==> config.mk <==
export PLATFORM = sky130hd
export DESIGN_NAME = norm_block_scheduler
export DESIGN_NICKNAME = d
export VERILOG_FILES = /design/src/rtl/norm_block_scheduler.sv
export SDC_FILE = /design/constraint.sdc
export NUM_CORES = 1
export LEC_CHECK = 0
export ABC_AREA = 1
export BUFFER_PORTS_ARGS = -buffer_cell sky130_fd_sc_hd__buf_2
export CORE_UTILIZATION = 30
export CTS_BUF_LIST = sky130_fd_sc_hd__clkbuf_4 sky130_fd_sc_hd__clkbuf_8
export DETAILED_ROUTE_END_ITERATION = 10
export SYNTH_ARGS = -nofsm -noshare
export SYNTH_HDL_FRONTEND = slang
export SYNTH_SLANG_ARGS = --single-unit
==> constraint.sdc <==
create_clock -name clk -period 4.2 [get_ports clk]
set_input_delay 0.21 -clock clk [delete_from_list [all_inputs] [get_ports clk]]
set_output_delay 0.21 -clock clk [all_outputs]
set_load 0.005 [all_outputs]
==> src/rtl/norm_block_scheduler.sv <==
// norm_block_scheduler
// Sequencer for the HOG block-normalization datapath. Accepts 9-bin cell
// histograms, addresses the cell line-buffer RAM, and for each complete 2x2
// block issues 4 sum reads followed by 36 feature reads. Strobes that describe
// RAM read data are registered so they align with the 1-cycle read latency.
// The divider strobe is delayed by the div+sqrt pipeline depth to produce
// the feature valid and the end-of-frame marker.
//
// Ports:
//   clk, rst (async, active-low)
//   cell_valid, cell_sof       : incoming cell handshake, start-of-frame tag
//   cell_ready                 : scheduler idle, can accept a cell
//   wr_en, wr_addr             : line-buffer write of the accepted cell
//   rd_en, rd_addr             : line-buffer read of quad TL/TR/BL/BR
//   sum_ld, sum_acc            : sum register load / accumulate (data aligned)
//   div_go, q_sel, bin_sel     : divider sample strobe, quad and bin of data
//   o_valid, o_last            : feature output valid, final feature of frame
module norm_block_scheduler #(
    parameter int LINE     = 40,
    parameter int CELL_NUM = 1200,
    parameter int DEPTH    = 42,
    parameter int ADDR_W   = 6,
    parameter int PIPE_LAT = 14
) (
    input  logic              clk,
    input  logic              rst,
    input  logic              cell_valid,
    input  logic              cell_sof,
    output logic              cell_ready,
    output logic              wr_en,
    output logic [ADDR_W-1:0] wr_addr,
    output logic              rd_en,
    output logic [ADDR_W-1:0] rd_addr,
    output logic              sum_ld,
    output logic              sum_acc,
    output logic              div_go,
    output logic [1:0]        q_sel,
    output logic [3:0]        bin_sel,
    output logic              o_valid,
    output logic              o_last
);

    localparam int C_W   = $clog2(CELL_NUM);
    localparam int COL_W = $clog2(LINE);

    localparam logic [C_W-1:0]    C_LAST   = C_W'(CELL_NUM - 1);
    localparam logic [C_W-1:0]    C_LINE   = C_W'(LINE);
    localparam logic [COL_W-1:0]  COL_LAST = COL_W'(LINE - 1);
    localparam logic [ADDR_W-1:0] WP_LAST  = ADDR_W'(DEPTH - 1);
    localparam logic [ADDR_W:0]   DEPTH_X  = (ADDR_W + 1)'(DEPTH);
    localparam logic [ADDR_W-1:0] OFF_TL   = ADDR_W'(LINE + 1);
    localparam logic [ADDR_W-1:0] OFF_TR   = ADDR_W'(LINE);
    localparam logic [ADDR_W-1:0] OFF_BL   = ADDR_W'(1);
    localparam logic [3:0]        BIN_LAST = 4'd8;

    typedef enum logic [1:0] {
        ST_IDLE = 2'd0,
        ST_SUM  = 2'd1,
        ST_FEAT = 2'd2
    } state_t;

    state_t state_r, state_n;
    logic [1:0]        q_r, q_n;
    logic [3:0]        bin_r, bin_n;
    logic [C_W-1:0]    c_r;
    logic [COL_W-1:0]  col_r;
    logic [ADDR_W-1:0] wp_r;
    logic [ADDR_W-1:0] blk_addr_r;
    logic              blk_last_r;

    logic              sum_ld_r, sum_acc_r, div_go_r, last_tag_r;
    logic [1:0]        q_sel_r;
    logic [3:0]        bin_sel_r;
    logic [PIPE_LAT-1:0] pipe_valid_r, pipe_last_r;

    logic              accept_s, block_s, rd_en_s;
    logic [C_W-1:0]    c_eff_s;
    logic [COL_W-1:0]  col_eff_s;
    logic [ADDR_W-1:0] a_eff_s, quad_addr_s;

    // Ring-buffer address d entries behind a, modulo DEPTH.
    function automatic logic [ADDR_W-1:0] addr_back(input logic [ADDR_W-1:0] a,
                                                    input logic [ADDR_W-1:0] d);
        logic [ADDR_W:0] t;
        if (a >= d) begin
            t = {1'b0, a} - {1'b0, d};
        end else begin
            t = {1'b0, a} + DEPTH_X - {1'b0, d};
        end
        return t[ADDR_W-1:0];
    endfunction

    // A start-of-frame cell restarts position tracking at cell 0 / address 0.
    assign c_eff_s   = cell_sof ? {C_W{1'b0}} : c_r;
    assign col_eff_s = cell_sof ? {COL_W{1'b0}} : col_r;
    assign a_eff_s   = cell_sof ? {ADDR_W{1'b0}} : wp_r;

    assign cell_ready = (state_r == ST_IDLE);
    assign accept_s   = cell_valid && cell_ready;
    // Block completes when the cell is not in row 0 and not in column 0.
    assign block_s    = (c_eff_s >= C_LINE) && (col_eff_s != {COL_W{1'b0}});
    assign rd_en_s    = (state_r != ST_IDLE);

    assign wr_en   = accept_s;
    assign wr_addr = a_eff_s;
    assign rd_en   = rd_en_s;
    assign rd_addr = rd_en_s ? quad_addr_s : {ADDR_W{1'b0}};

    assign sum_ld  = sum_ld_r;
    assign sum_acc = sum_acc_r;
    assign div_go  = div_go_r;
    assign q_sel   = q_sel_r;
    assign bin_sel = bin_sel_r;
    assign o_valid = pipe_valid_r[PIPE_LAT-1];
    assign o_last  = pipe_last_r[PIPE_LAT-1];

    // Select the line-buffer address of the quad currently being read.
    always_comb begin
        quad_addr_s = blk_addr_r;
        case (q_r)
            2'd0:    quad_addr_s = addr_back(blk_addr_r, OFF_TL);
            2'd1:    quad_addr_s = addr_back(blk_addr_r, OFF_TR);
            2'd2:    quad_addr_s = addr_back(blk_addr_r, OFF_BL);
            2'd3:    quad_addr_s = blk_addr_r;
            default: quad_addr_s = blk_addr_r;
        endcase
    end

    // Next-state and quad/bin step logic: 4 sum reads, then 36 quad-major feature reads.
    always_comb begin
        state_n = state_r;
        q_n     = q_r;
        bin_n   = bin_r;
        case (state_r)
            ST_IDLE: begin
                q_n   = 2'd0;
                bin_n = 4'd0;
                if (accept_s && block_s) begin
                    state_n = ST_SUM;
                end else begin
                    state_n = ST_IDLE;
                end
            end
            ST_SUM: begin
                bin_n = 4'd0;
                if (q_r == 2'd3) begin
                    state_n = ST_FEAT;
                    q_n     = 2'd0;
                end else begin
                    state_n = ST_SUM;
                    q_n     = q_r + 2'd1;
                end
            end
            ST_FEAT: begin
                if (bin_r == BIN_LAST) begin
                    bin_n = 4'd0;
                    if (q_r == 2'd3) begin
                        state_n = ST_IDLE;
                        q_n     = 2'd0;
                    end else begin
                        state_n = ST_FEAT;
                        q_n     = q_r + 2'd1;
                    end
                end else begin
                    state_n = ST_FEAT;
                    bin_n   = bin_r + 4'd1;
                end
            end
            default: begin
                state_n = ST_IDLE;
                q_n     = 2'd0;
                bin_n   = 4'd0;
            end
        endcase
    end

    // FSM state and step counters.
    always_ff @(posedge clk or negedge rst) begin
        if (!rst) begin
            state_r <= ST_IDLE;
            q_r     <= 2'd0;
            bin_r   <= 4'd0;
        end else begin
            state_r <= state_n;
            q_r     <= q_n;
            bin_r   <= bin_n;
        end
    end

    // Frame position (cell index, column) and write pointer, advanced per accepted cell.
    always_ff @(posedge clk or negedge rst) begin
        if (!rst) begin
            c_r   <= {C_W{1'b0}};
            col_r <= {COL_W{1'b0}};
            wp_r  <= {ADDR_W{1'b0}};
        end else if (accept_s) begin
            c_r   <= (c_eff_s == C_LAST) ? {C_W{1'b0}} : c_eff_s + C_W'(1);
            col_r <= (col_eff_s == COL_LAST) ? {COL_W{1'b0}} : col_eff_s + COL_W'(1);
            wp_r  <= (a_eff_s == WP_LAST) ? {ADDR_W{1'b0}} : a_eff_s + ADDR_W'(1);
        end else begin
            c_r   <= c_r;
            col_r <= col_r;
            wp_r  <= wp_r;
        end
    end

    // Block context captured at acceptance: BR address and whether it closes the frame.
    always_ff @(posedge clk or negedge rst) begin
        if (!rst) begin
            blk_addr_r <= {ADDR_W{1'b0}};
            blk_last_r <= 1'b0;
        end else if (accept_s && block_s) begin
            blk_addr_r <= a_eff_s;
            blk_last_r <= (c_eff_s == C_LAST);
        end else begin
            blk_addr_r <= blk_addr_r;
            blk_last_r <= blk_last_r;
        end
    end

    // Datapath strobes registered one cycle after the read to align with RAM data.
    always_ff @(posedge clk or negedge rst) begin
        if (!rst) begin
            sum_ld_r   <= 1'b0;
            sum_acc_r  <= 1'b0;
            div_go_r   <= 1'b0;
            q_sel_r    <= 2'd0;
            bin_sel_r  <= 4'd0;
            last_tag_r <= 1'b0;
        end else begin
            sum_ld_r   <= (state_r == ST_SUM) && (q_r == 2'd0);
            sum_acc_r  <= (state_r == ST_SUM) && (q_r != 2'd0);
            div_go_r   <= (state_r == ST_FEAT);
            q_sel_r    <= rd_en_s ? q_r : 2'd0;
            bin_sel_r  <= (state_r == ST_FEAT) ? bin_r : 4'd0;
            last_tag_r <= (state_r == ST_FEAT) && blk_last_r &&
                          (q_r == 2'd3) && (bin_r == BIN_LAST);
        end
    end

    // Delay line matching the div+sqrt pipeline for feature valid and frame-end tag.
    always_ff @(posedge clk or negedge rst) begin
        if (!rst) begin
            pipe_valid_r <= {PIPE_LAT{1'b0}};
            pipe_last_r  <= {PIPE_LAT{1'b0}};
        end else begin
            pipe_valid_r <= {pipe_valid_r[PIPE_LAT-2:0], div_go_r};
            pipe_last_r  <= {pipe_last_r[PIPE_LAT-2:0], last_tag_r};
        end
    end

endmodule

# Yosys cells after proc, flatten, opt, wreduce, memory -nomap -nowiden

Index checks and enable logic that the tools add are counted.

Word-level logic and storage cells: 78
Bits in writable memories: 0
Bits in latches: 0
Input bits: 4
Register bits: 76
Memories kept: 0
Output and inout port bits: 26
Memory bits (read-only): 0

Reduce and logical (&&, ||, !) cells: 13
Muxes and demuxes: 23
Equality and inequality tests: 10
Div/mod/pow operators: 0
Bitwise logic cells: 0
Shifts and indexed selects: 0
$mul: 0
$lt $le $gt $ge: 4
$add $sub $neg: 12

Operators by type and width:

| operator                                                                              | count |
|---|---|
| 6-bit two-way mux                                                                     | 8 |
| 6-bit one-hot mux with 4 select lines                                                 | 1 |
| 6-bit subtractor (second input constant)                                              | 4 |
| 11-bit two-way mux                                                                    | 2 |
| 6-bit by 1-bit adder with 6-bit output (second input constant)                        | 2 |
| 6-bit equality test (second input constant)                                           | 2 |
| 6-bit greater-or-equal comparator (second input constant)                             | 2 |
| 2-bit two-way mux                                                                     | 6 |
| 4-bit two-way mux                                                                     | 3 |
| 6-bit by 1-bit subtractor with 6-bit output (second input constant)                   | 2 |
| 11-bit by 1-bit adder with 11-bit output (second input constant)                      | 1 |
| 11-bit equality test (second input constant)                                          | 1 |
| 11-bit by 6-bit greater-or-equal comparator with 1-bit output (second input constant) | 1 |
| 1-bit logical AND                                                                     | 8 |
| 6-bit adder (second input constant)                                                   | 1 |
| 2-bit equality test (second input constant)                                           | 3 |
| 6-bit by 1-bit greater-or-equal comparator with 1-bit output (second input constant)  | 1 |
| 2-bit one-hot mux with 3 select lines                                                 | 1 |
| 6-bit nonzero test                                                                    | 1 |
| 4-bit by 1-bit adder with 4-bit output (second input constant)                        | 1 |
| 2-bit by 1-bit equality test with 1-bit output (second input constant)                | 2 |
| 4-bit equality test (second input constant)                                           | 1 |
| 2-bit zero test                                                                       | 2 |
| 2-bit one-hot mux with 2 select lines                                                 | 1 |
| other kinds (4)                                                                       | 5 |

# Longest topological paths before layout

Gate-level depths: netlist (run 1).

Depth in word-level cells: 6
Gate-level depth with buffers: 13

# Worst setup path after synthesis (run 1)

Ideal clock, no wire load.

Path kind: register to output
Start: reg blk_addr_r[1]
End: out rd_addr[5]
Setup slack: 2.490 ns
Data arrival time: 1.500 ns
Cell stages (with the launch flop): 10
Cells stage by stage: dfrtp_1 -> ha_1 -> inv_1 -> nand2_1 -> nand2_1 -> ha_1 -> nand3_1 -> nand3_1 -> a21oi_1 -> a21oi_1

Word-level cells in the longest chain between the ends: 5
Elaborated cells between the ends (all ways): 15

Ends and longest elaborated chain:

| element                                                                         | line | text |
|---|---|---|
| from (decl)                                                                     | 68   | `logic [ADDR_W-1:0] blk_addr_r;` |
| from (signal assigned)                                                          | 210  | `blk_addr_r <= {ADDR_W{1'b0}};` |
| from (signal assigned)                                                          | 213  | `blk_addr_r <= a_eff_s;` |
| from (signal assigned)                                                          | 216  | `blk_addr_r <= blk_addr_r;` |
| 6-bit adder                                                                     | 88   | `t = {1'b0, a} + DEPTH_X - {1'b0, d};` |
| 6-bit by 1-bit subtractor with 6-bit output or 6-bit subtractor (tied branches) | 88   |  |
| 6-bit two-way mux                                                               | 85   | `if (a >= d) begin` |
| 6-bit one-hot mux with 4 select lines *                                         | 120  | `case (q_r)` |
| 6-bit two-way mux *                                                             | 107  | `assign rd_addr = rd_en_s ? quad_addr_s : {ADDR_W{1'b0}};` |
| to (decl)                                                                       | 33   | `output logic [ADDR_W-1:0] rd_addr,` |

Mark *: on every way between the ends. The rest lies on a longest branch, timed or not.

# Worst setup path after layout (run 1)

Start: reg blk_addr_r[1]
End: out rd_addr[3]

Same word-level chain as after synthesis.

==> results of run 1 <==
[power by group through the flow]
stage               Combinational (W)  Sequential, W  Clock (W)
finish                       0.000888       0.000921   0.000588
detailed placement           0.000889       0.000934          0
floorplan                    0.000655       0.000916          0
CTS                          0.000893       0.000920   0.000619
global placement             0.000867       0.000930          0
global route                  0.00101       0.000933   0.000648
[final cells by class]
| cell class | instances | area, um^2 | area share (%) |
|---|---|---|---|
| Inverter | 75 | 282 | 6.05 |
| Timing Repair Buffer | 29 | 148 | 3.18 |
| Sequential cell | 76 | 1900 | 40.9 |
| Multi-Input combinational cell | 319 | 1890 | 40.6 |
| Tap cell | 176 | 220 | 4.74 |
| Clock buffer | 11 | 151 | 3.26 |
| Clock inverter | 5 | 58.8 | 1.26 |
[Yosys cell counts (7+ instances only)]
| cell | n | area, um^2 |
|---|---|---|
| a21oi_1 | 18 | 90.1 |
| dfrtp_1 | 76 | 1900 |
| ha_1 | 28 | 350 |
| inv_1 | 63 | 236 |
| inv_2 | 12 | 45.0 |
| nand2_1 | 102 | 383 |
| nand2_2 | 12 | 75.1 |
| nand3_1 | 30 | 150 |
| nand4_1 | 8 | 50.1 |
| nor2_1 | 39 | 146 |
| o21ai_0 | 18 | 90.1 |
| o21ai_1 | 10 | 50.1 |
| o21ai_2 | 7 | 61.3 |
| xor2_1 | 11 | 96.3 |
[cells in the final DEF (no fill, tap or decap), types with 2 or more instances in the layout]
cell type and count:
xnor2_1 3, nand3_4 2, nand3_2 4, a21oi_1 18, nor3_4 4, nor2_2 2
dfrtp_1 76, clkbuf_8 11, nor2_1 39, xor2_1 11, nand4_1 8, inv_2 12
nand3_1 30, nand2_1 102, o21ai_1 10, buf_2 28, a21oi_2 3, nand2_4 2
ha_1 28, o21ai_0 18, clkinvlp_4 2, o22ai_1 6, nand2_2 12, nor2_4 3
o21ai_2 7, a31oi_1 2, inv_1 63
[worst max-delay path: stages (launching register included)]
cell,delay [ps]
dfrtp_1,500
inv_1,160
ha_1,240
a21oi_1,370
xor2_1,230
nand2_1,80
nand3_1,90
nand2_1,70
nor2_1,80
buf_2,120
[final timing paths]
kind,slack (ps),endpoint,startpoint,depth (start not counted)
hold / removal,-7,pipe_last_r[10]$_DFF_PN0_,rst,1
setup / recovery,1710,rd_addr[3],blk_addr_r[1]$_DFFE_PN0P_,9
max in group asynchronous,3570,div_go$_DFF_PN0_,rst,1
min in group clk,340,pipe_valid_r[8]$_DFF_PN0_,pipe_valid_r[7]$_DFF_PN0_,0
hold reg to reg,340,pipe_valid_r[8]$_DFF_PN0_,pipe_valid_r[7]$_DFF_PN0_,0
setup reg to reg,1920,blk_addr_r[2]$_DFFE_PN0P_,state_r[0]$_DFF_PN0_,7
[metal layers]
layer / part of all wire, % / up-vias / wire length [um]
li1: - / 1584 / -
met2: 50 / 55 / 4310
met1: 46 / 1516 / 3970
met5: 0 / - / 0
met3: 3.4 / 9 / 291
met4: 1.0 / 0 / 87
[registers in the layout, summed over array words and instances (netlist names), 4 cells and up]
signal        count
col_r             6
bin_r             4
c_r              11
bin_sel           4
blk_addr_r        6
wp_r              6
pipe_valid_r     14
pipe_last_r      14
[cell families (layout without fill, tap and decap cells)]
logic type | Yosys count | after routing
XOR/XNOR | 14 | 14
flip-flops | 76 | 76
buffers and inverters | 85 | 120
AO/OA/AOI/OAI | 67 | 67
adder cells (fa/ha/maj) | 28 | 28
AND/OR/NAND/NOR | 210 | 210
[stage by stage]
step / instance area [um^2] / utilization [%] / worst slack (ps) / power (W) / cells
after global routing: 4650 / 34.8 / 1500 / 0.00259 / 691
after CTS: 4650 / 34.8 / 1710 / 0.00243 / 691
after global placement: 4440 / 33.3 / 2020 / 0.00180 / 675
final: 4650 / 34.8 / 1710 / 0.00240 / 691
after detailed placement: 4440 / 33.3 / 1920 / 0.00182 / 675
after floorplan: 4150 / - / 2490 / 0.00157 / 480
==> metrics.csv, run 1 <==
metric;value;unit
ys.warnings.count;0;
remaining_drc_errors;0;
seqPwrFrac;38.4;%
maxSlewHeadroom;36.0;%
ant_nets;0;
via_per_inst;4.58;
drive_gt1_share;18.6;%
grtUsageMet2;20.7;%
synth_fp_nets;512;
clk_latency;350;ps
synth_cell_types;35;
worstMarginPinSlew;961;ps
p_per_area;515;nW/um^2
worst-path-max-fanout;8;
internal_power;0.00145;W
syn_inst;480;
grt-busiest-layer;met2;
synth_top_family_by_area;simple AND/OR/NAND/NOR gates;
grt_pass1_vias;3043;
synth_edf_count;0;
finalCritPeriodShare;59.3;%
ir_drop;230;uV
core;13300;um^2
clk_pin_slew_worst_paths;80;ps
min_period;2490;ps
critPathRequiredTime;3990;ps
drt-pass1-iter-count;4;
antenna_found_initial;0;
portBuffers;29;
track_usage;13.1;%
cts_buffer_depth;2;
synth_area;4150;um^2
cts_root_buffer;clkbuf_8;
drt_iter0_drc;205;
synth-simple-area-share;24.7;%
ys_seq_elements;76;
postCtsResizedCells;0;
cts_tree;yes;
gp_congestion;0.876;
diodes;0;
synth_compound_area_share;9.40;%
drv_slew;0;
cp_data_arrival_time;2280;ps
rows;42;
p_comb_share;37.1;%
fin_skew;14.8;ps
grt_pass1_wl;14700;um
vias;3164;
synthFlopType;dfrtp_1;
synth-xor-area-share;2.95;%
die_area;14300;um^2
hold_path.class;in2async;
avgSynthCellArea;8.65;um^2
seq_area_frac_synth;45.8;%
hold_buffers;0;
setup_viol;0;
start_kind;flop;
grt_overflow_total;0;
swShare;39.4;%
die_w;120;um
drt_wl_total;8670;um
total_leakage_power;2.37;nW
ctsHtreeMaxLevel;3;
fmaxAchievable;401;MHz
grt_use_met1;17.1;%
violations;negative hold slack;
final.setup.tns;0;ps
whs;-6.70;ps
end_kind;output port;
wl_per_cell;12.5;um
hpwlAfterDp;6220;um
cts_sinks;76;
cap_violations;0;
grt_max_degree;77;
start_util;31.1;%
p_sw;0.000943;W
die_y;120;um
synthAdderAreaFrac;8.44;%
num-nets-final;542;
synth_mux_area_share;0;%
post_cts_buffers;0;
synth-async-reset-ratio;100;%
fill_cells;1385;
outcome;finished, violations left;
area_growth_syn_to_layout;12.0;%
rsz0062_at_grt;no;
cts_buffers;9;
io_pins;30;
power_frac_clock;24.5;%
hold_viol;4;
crit_type;reg2out;
globalRouteMet3Util;3.47;%
No activity file was read; power rests on OpenSTA's default activity.
==> run 2: changes to the inputs <==
Clock period 4.2 ns to 2 ns, I/O delays scaled along.
==> metrics.csv, run 2 (synthesis results as in run 1) <==
metric;value;unit;change
outcome;finished, violations left;;unchanged
violations;negative setup slack;;was negative hold slack
min_period;2090;ps;
die_w;120;um;unchanged
cts_tree;yes;;unchanged
vias;3336;;was 3164
critPathRequiredTime;1900;ps;was 3990 ps
wl_per_cell;13.1;um;was 12.5 um
diodes;0;;unchanged
grt-busiest-layer;met2;;unchanged
seqCellArea;1910;um^2;was 1900 um^2
cts_root_buffer;clkbuf_8;;unchanged
path_cells;clkinv_4, ha_4, nand4_1, nand2_2, inv_4, nand2_2, a21oi_2, nand2_1, nand2_1, nor2_1, buf_2;;was inv_1, ha_1, a21oi_1, xor2_1, nand2_1, nand3_1, nand2_1, nor2_1, buf_2
globalRouteMet3Util;3.37;%;was 3.47%
crit_type;reg2out;;unchanged
track_usage;13.1;%;about the same
worst-path-max-fanout;6;;was 8
layout_commonest_cell;nand2_1;;unchanged
finalCritPeriodShare;105;%;
antenna_found_initial;0;;unchanged
end_kind;output port;;unchanged
ant_nets;0;;unchanged
clk_pin_slew_worst_paths;80;ps;about the same
hpwlAfterDp;6220;um;about the same
fill_cells;1321;;was 1385
remaining_drc_errors;0;;unchanged
final_cell_area;5290;um^2;was 4650 um^2
hold_viol;0;;was 4
worstMarginPinSlew;515;ps;was 961 ps
clk_latency;360;ps;was 350 ps
grt_pass1_vias;3126;;was 3043
die_y;120;um;unchanged
path_buf_inv;3;;was 2
drive_gt1_share;35.0;%;was 18.6%
maxSlewHeadroom;65.7;%;was 36.0%
grt_pass1_wl;14800;um;was 14700 um
cts_buffer_depth;2;;unchanged
grt_use_met1;16.6;%;was 17.1%
setup_viol;5;;was 0
gp_congestion;0.923;;was 0.876
final_cell_mix;nand2_1 (83), dfrtp_1 (73), inv_1 (52);;was nand2_1 (102), dfrtp_1 (76), inv_1 (63)
p_per_area;1090;nW/um^2;was 515 nW/um^2
ir_drop;500;uV;was 230 uV
worst_slack;-91.1;ps;was 1710 ps
cap_violations;0;;unchanged
drt_wl_total;9490;um;was 8670 um
multiInputGateArea;2180;um^2;was 1890 um^2
cp_slowest_stage_delay;460;ps;was 500 ps
placed_area;4510;um^2;was 4440 um^2
portBuffers;29;;unchanged
fin_skew;13.4;ps;was 14.8 ps
rows;42;;unchanged
rsz0062_at_grt;yes;;was no
cts_sinks;76;;unchanged
cp_top_family;simple AND/OR/NAND/NOR gates;;was flip-flops
fmaxAchievable;478;MHz;
num-nets-final;577;;was 542
ctsHtreeMaxLevel;3;;unchanged
post-place-ws;117;ps;was 1920 ps
drv_slew;0;;unchanged
critical_path.slowest_cell;dfrtp_2;;was dfrtp_1
die_area;14300;um^2;unchanged
total_leakage_power;2.61;nW;was 2.37 nW
start_kind;flop;;unchanged
core;13300;um^2;unchanged
drt_iter0_drc;179;;was 205
start_util;31.1;%;unchanged
fin_util;39.6;%;was 34.8%
hold_path.class;in2async;;unchanged
cp_data_arrival_time;1990;ps;was 2280 ps
grt_overflow_total;0;;unchanged
io_pins;30;;unchanged
r2r_slack;230;ps;was 1920 ps
biggestRegsByFlops;pipe_last_r (14), pipe_valid_r (14), c_r (11);;unchanged
grtUsageMet2;21.6;%;was 20.7%
drt-pass1-iter-count;5;;was 4
via_per_inst;4.60;;was 4.58
grt_max_degree;40;;was 77
cts_buffers;9;;unchanged
area_growth_syn_to_layout;27.3;%;was 12.0%
## run 2: power by group
group | switching (W) | internal (W)
sequential | 0.000196 | 0.00175
combinational | 0.00152 | 0.00104
clock | 0.000562 | 0.000697
## run 2: metal layers
layer | up-vias | share of wire [%] | wire length [um]
met4 | 0 | 1.9 | 184
met2 | 68 | 50 | 4760
met5 | - | 0 | 0
met1 | 1605 | 44 | 4160
li1 | 1646 | - | -
met3 | 17 | 4.0 | 381
## run 2: path summary, 6_finish.rpt
| path | start | cells after the start | end |
|---|---|---|---|
| worst max-delay path | blk_addr_r[1]$_DFFE_PN0P_ | 11 | rd_addr[3] |
| worst min-delay path | rst | 2 | pipe_last_r[13]$_DFF_PN0_ |
| worst max register to register | c_r[0]$_DFFE_PN0P_ | 10 | c_r[4]$_DFFE_PN0P_ |
| worst min register to register | pipe_valid_r[5]$_DFF_PN0_ | 0 | pipe_valid_r[6]$_DFF_PN0_ |
| max in group asynchronous | rst | 3 | blk_addr_r[2]$_DFFE_PN0P_ |
| min in group clk | cell_valid | 5 | wp_r[4]$_DFFE_PN0P_ |
## run 2: layout make-up
cell class / count / area share [%]
flip-flops and latches: 76 / 36.0
multi-input cells: 319 / 41.3
clock buffers: 9 / 2.34
repair buffers: 64 / 8.69
inverters: 75 / 5.75
clock inverters: 6 / 1.70
well taps: 176 / 4.17
## run 2: what timing repair did
action / in CTS / in global routing
gates cloned: 0 / 0
endpoints found under the hold margin: 37 / 0
endpoints found under the setup margin: 5 / 5
buffers inserted: 14 / 12
hold buffers: 1 / 0
pin swaps: 22 / 29
resized for setup: 50 / 55
## run 2: worst reg2reg max path: cells and delay by family (launching register included)
kind | cells | cell delay [ps]
AND/OR/NAND/NOR | 4 | 650
AO/OA/AOI/OAI | 2 | 130
adder cells (fa/ha/maj) | 1 | 220
flip-flops | 1 | 330
buffers and inverters | 3 | 320
## run 2: stage by stage
stage	std cells	power, W	hold slack [ps]	TNS [ps]
2_1_floorplan	480	0.00330	-196	0
3_3_place_gp	683	0.00385	111	0
3_5_place_dp	683	0.00390	114	0
4_1_cts	713	0.00550	269	-184
5_1_grt	725	0.00616	302	-920
6_report	725	0.00576	260	-363
==> run 3: changes to the inputs <==
Settings changed: CORE_UTILIZATION 30 to 54, CTS_BUF_LIST sky130_fd_sc_hd__clkbuf_4 sky130_fd_sc_hd__clkbuf_8 to unset, PLACE_DENSITY set to 0.75, SLEW_MARGIN set to 10.
==> metrics.csv, run 3 (synthesis results as in run 1) <==
metric;value;unit;change
total_leakage_power;2.57;nW;was 2.61 nW
rsz0062_at_grt;yes;;unchanged
ir_drop;780;uV;was 500 uV
post-place-cells;605;;was 683
biggestRegsByFlops;pipe_last_r (14), pipe_valid_r (14), c_r (11);;unchanged
grt_use_met1;29.6;%;was 16.6%
cts_buffer_depth;2;;unchanged
reg2regPathDepth;10;;unchanged
path_cells;buf_6, ha_4, nand2_2, nand2_2, nand3_2, o21a_1, nand2_1, nand3_1, nand2_1, nand2_1, nor2_1, buf_2;;was clkinv_4, ha_4, nand4_1, nand2_2, inv_4, nand2_2, a21oi_2, nand2_1, nand2_1, nor2_1, buf_2
wl_per_cell;14.8;um;was 13.1 um
rows;31;;was 42
num-nets-final;565;;was 577
diodes;0;;unchanged
cp_data_arrival_time;2010;ps;was 1990 ps
vias;3381;;was 3336
start_kind;flop;;unchanged
grt-busiest-layer;met2;;unchanged
drv_slew;0;;unchanged
globalRouteMet3Util;5.30;%;was 3.37%
timing.rr.start;c_r[0]$_DFFE_PN0P_;;unchanged
drt_iter0_drc;215;;was 179
grtUsageMet2;38.6;%;was 21.6%
track_usage;23.5;%;was 13.1%
path_common_cell;nand2_1;;
finalCritPeriodShare;106;%;was 105%
grt_overflow_total;0;;unchanged
antenna_found_initial;0;;unchanged
drt_wl_total;9460;um;was 9490 um
portBuffers;29;;unchanged
p_per_area;1120;nW/um^2;was 1090 nW/um^2
worstMarginPinSlew;452;ps;was 515 ps
whs;257;ps;was 260 ps
die_area;8040;um^2;was 14300 um^2
die_w;89.7;um;was 120 um
grt_pass1_wl;14000;um;was 14800 um
maxSlewHeadroom;69.8;%;was 65.7%
cts_buffers;9;;unchanged
critical_path.slowest_cell;dfrtp_2;;unchanged
layout_commonest_cell;nand2_1;;unchanged
r2r-end;c_r[4]$_DFFE_PN0P_;;unchanged
min_period;2110;ps;was 2090 ps
crit_start;blk_addr_r[1]$_DFFE_PN0P_;;unchanged
gp_congestion;0.952;;was 0.923
violations;negative setup slack;;unchanged
worst_slack;-112;ps;was -91.1 ps
finalNonFillerCells;637;;was 725
setup_viol;4;;was 5
start_util;56.6;%;was 31.1%
cap_violations;0;;unchanged
fmaxAchievable;473;MHz;was 478 MHz
outcome;finished, violations left;;unchanged
hold_viol;0;;unchanged
r2r_slack;240;ps;was 230 ps
hold_path.class;in2reg;;was in2async
fin_skew;11.5;ps;was 13.4 ps
cp_slowest_stage_delay;470;ps;was 460 ps
clk_latency;340;ps;was 360 ps
area_growth_syn_to_layout;22.5;%;was 27.3%
io_pins;30;;unchanged
drive_gt1_share;32.0;%;was 35.0%
grt_pass1_vias;3074;;was 3126
remaining_drc_errors;0;;unchanged
crit_end;rd_addr[3];;unchanged
cts_root_buffer;clkbuf_8;;unchanged
clk_pin_slew_worst_paths;70;ps;was 80 ps
crit_type;reg2out;;unchanged
die_y;89.7;um;was 120 um
cts_sinks;76;;unchanged
via_per_inst;5.31;;was 4.60
ant_nets;0;;unchanged
ctsHtreeMaxLevel;3;;unchanged
grt_max_degree;77;;was 40
drt-pass1-iter-count;4;;was 5
critPathRequiredTime;1900;ps;about the same
cts_tree;yes;;unchanged
core;7330;um^2;was 13300 um^2
end_kind;output port;;unchanged
final_cell_mix;nand2_1 (84), dfrtp_1 (72), inv_1 (57);;was nand2_1 (83), dfrtp_1 (73), inv_1 (52)
worst-path-max-fanout;5;;was 6
hpwlAfterDp;5990;um;was 6220 um
-- run 3: cell count changes in the layout (fill, tap and decap cells not counted), moves of 2 or more --
cell / delta
buf_4: -9
nor2_2: +2
nand2_4: +2
inv_1: +5
nand2_2: -3
nand3_1: +2
inv_2: -6
buf_6: -4
clkinv_4: -2
o21ai_0: +2
o21ai_1: -3
-- run 3: area by class of cell --
cell class | instances | area, um^2
fill | 552 | 2240
clock buffer | 11 | 141
inverter | 75 | 307
multi-input combinational | 319 | 2160
tap | 99 | 124
sequential | 76 | 1910
clock inverter | 5 | 83.8
timing repair buffer | 52 | 367
-- run 3: how the worst min path moves through the flow --
stage	from	endpoint	cells past startpoint
after floorplan	rst	bin_r[0]$_DFF_PN0_	0
after global placement	rst	pipe_last_r[13]$_DFF_PN0_	2
after detailed placement	rst	pipe_last_r[13]$_DFF_PN0_	2
after CTS	cell_valid	c_r[8]$_DFFE_PN0P_	5
after global routing	cell_valid	c_r[8]$_DFFE_PN0P_	5
final	cell_valid	c_r[8]$_DFFE_PN0P_	5
-- run 3: timing repair --
item,CTS,global route
buffers inserted,9,6
hold buffers,1,0
pin swaps,19,24
gates resized for setup,45,47
setup endpoints to repair,5,5
gates cloned,0,0
endpoints found under the hold margin,76,0
-- run 3: where the power goes --
| part | leakage [nW] | internal [W] | switching [W] | total, W |
|---|---|---|---|---|
| logic | 1.46 | 0.000945 | 0.00151 | 0.00245 |
| registers | 0.998 | 0.00175 | 0.000198 | 0.00195 |
| clock network | 0.106 | 0.000742 | 0.000566 | 0.00131 |
| total | 2.57 | 0.00344 | 0.00227 | 0.00571 |
-- run 3: per-stage QoR --
stage                     setup slack [ps]  cell area, um^2  setup TNS [ps]  power, W  util, %
after floorplan                        400             4150               0   0.00330        -
after global placement                 106             4410               0   0.00381     60.1
after detailed placement              69.5             4410               0   0.00386     60.1
after CTS                            -53.8             4850            -169   0.00541     66.2
after global routing                  -228             5090            -873   0.00607     69.4
final                                 -112             5090            -340   0.00571     69.4
-- run 3: metal layers --
layer  part of all wire, %  vias to the layer above
met5                     0                        -
met4                   3.0                        0
met3                   4.3                       32
met2                    49                       98
met1                    44                     1622
li1                      -                     1629
-- run 3: critical path: cells and delay by family, from the launching register on --
family / cells / cell delay (ps)
compound gates: 1 / 200
fa+ha+maj: 1 / 150
buf+inv: 2 / 280
flops: 1 / 470
simple gates: 8 / 560
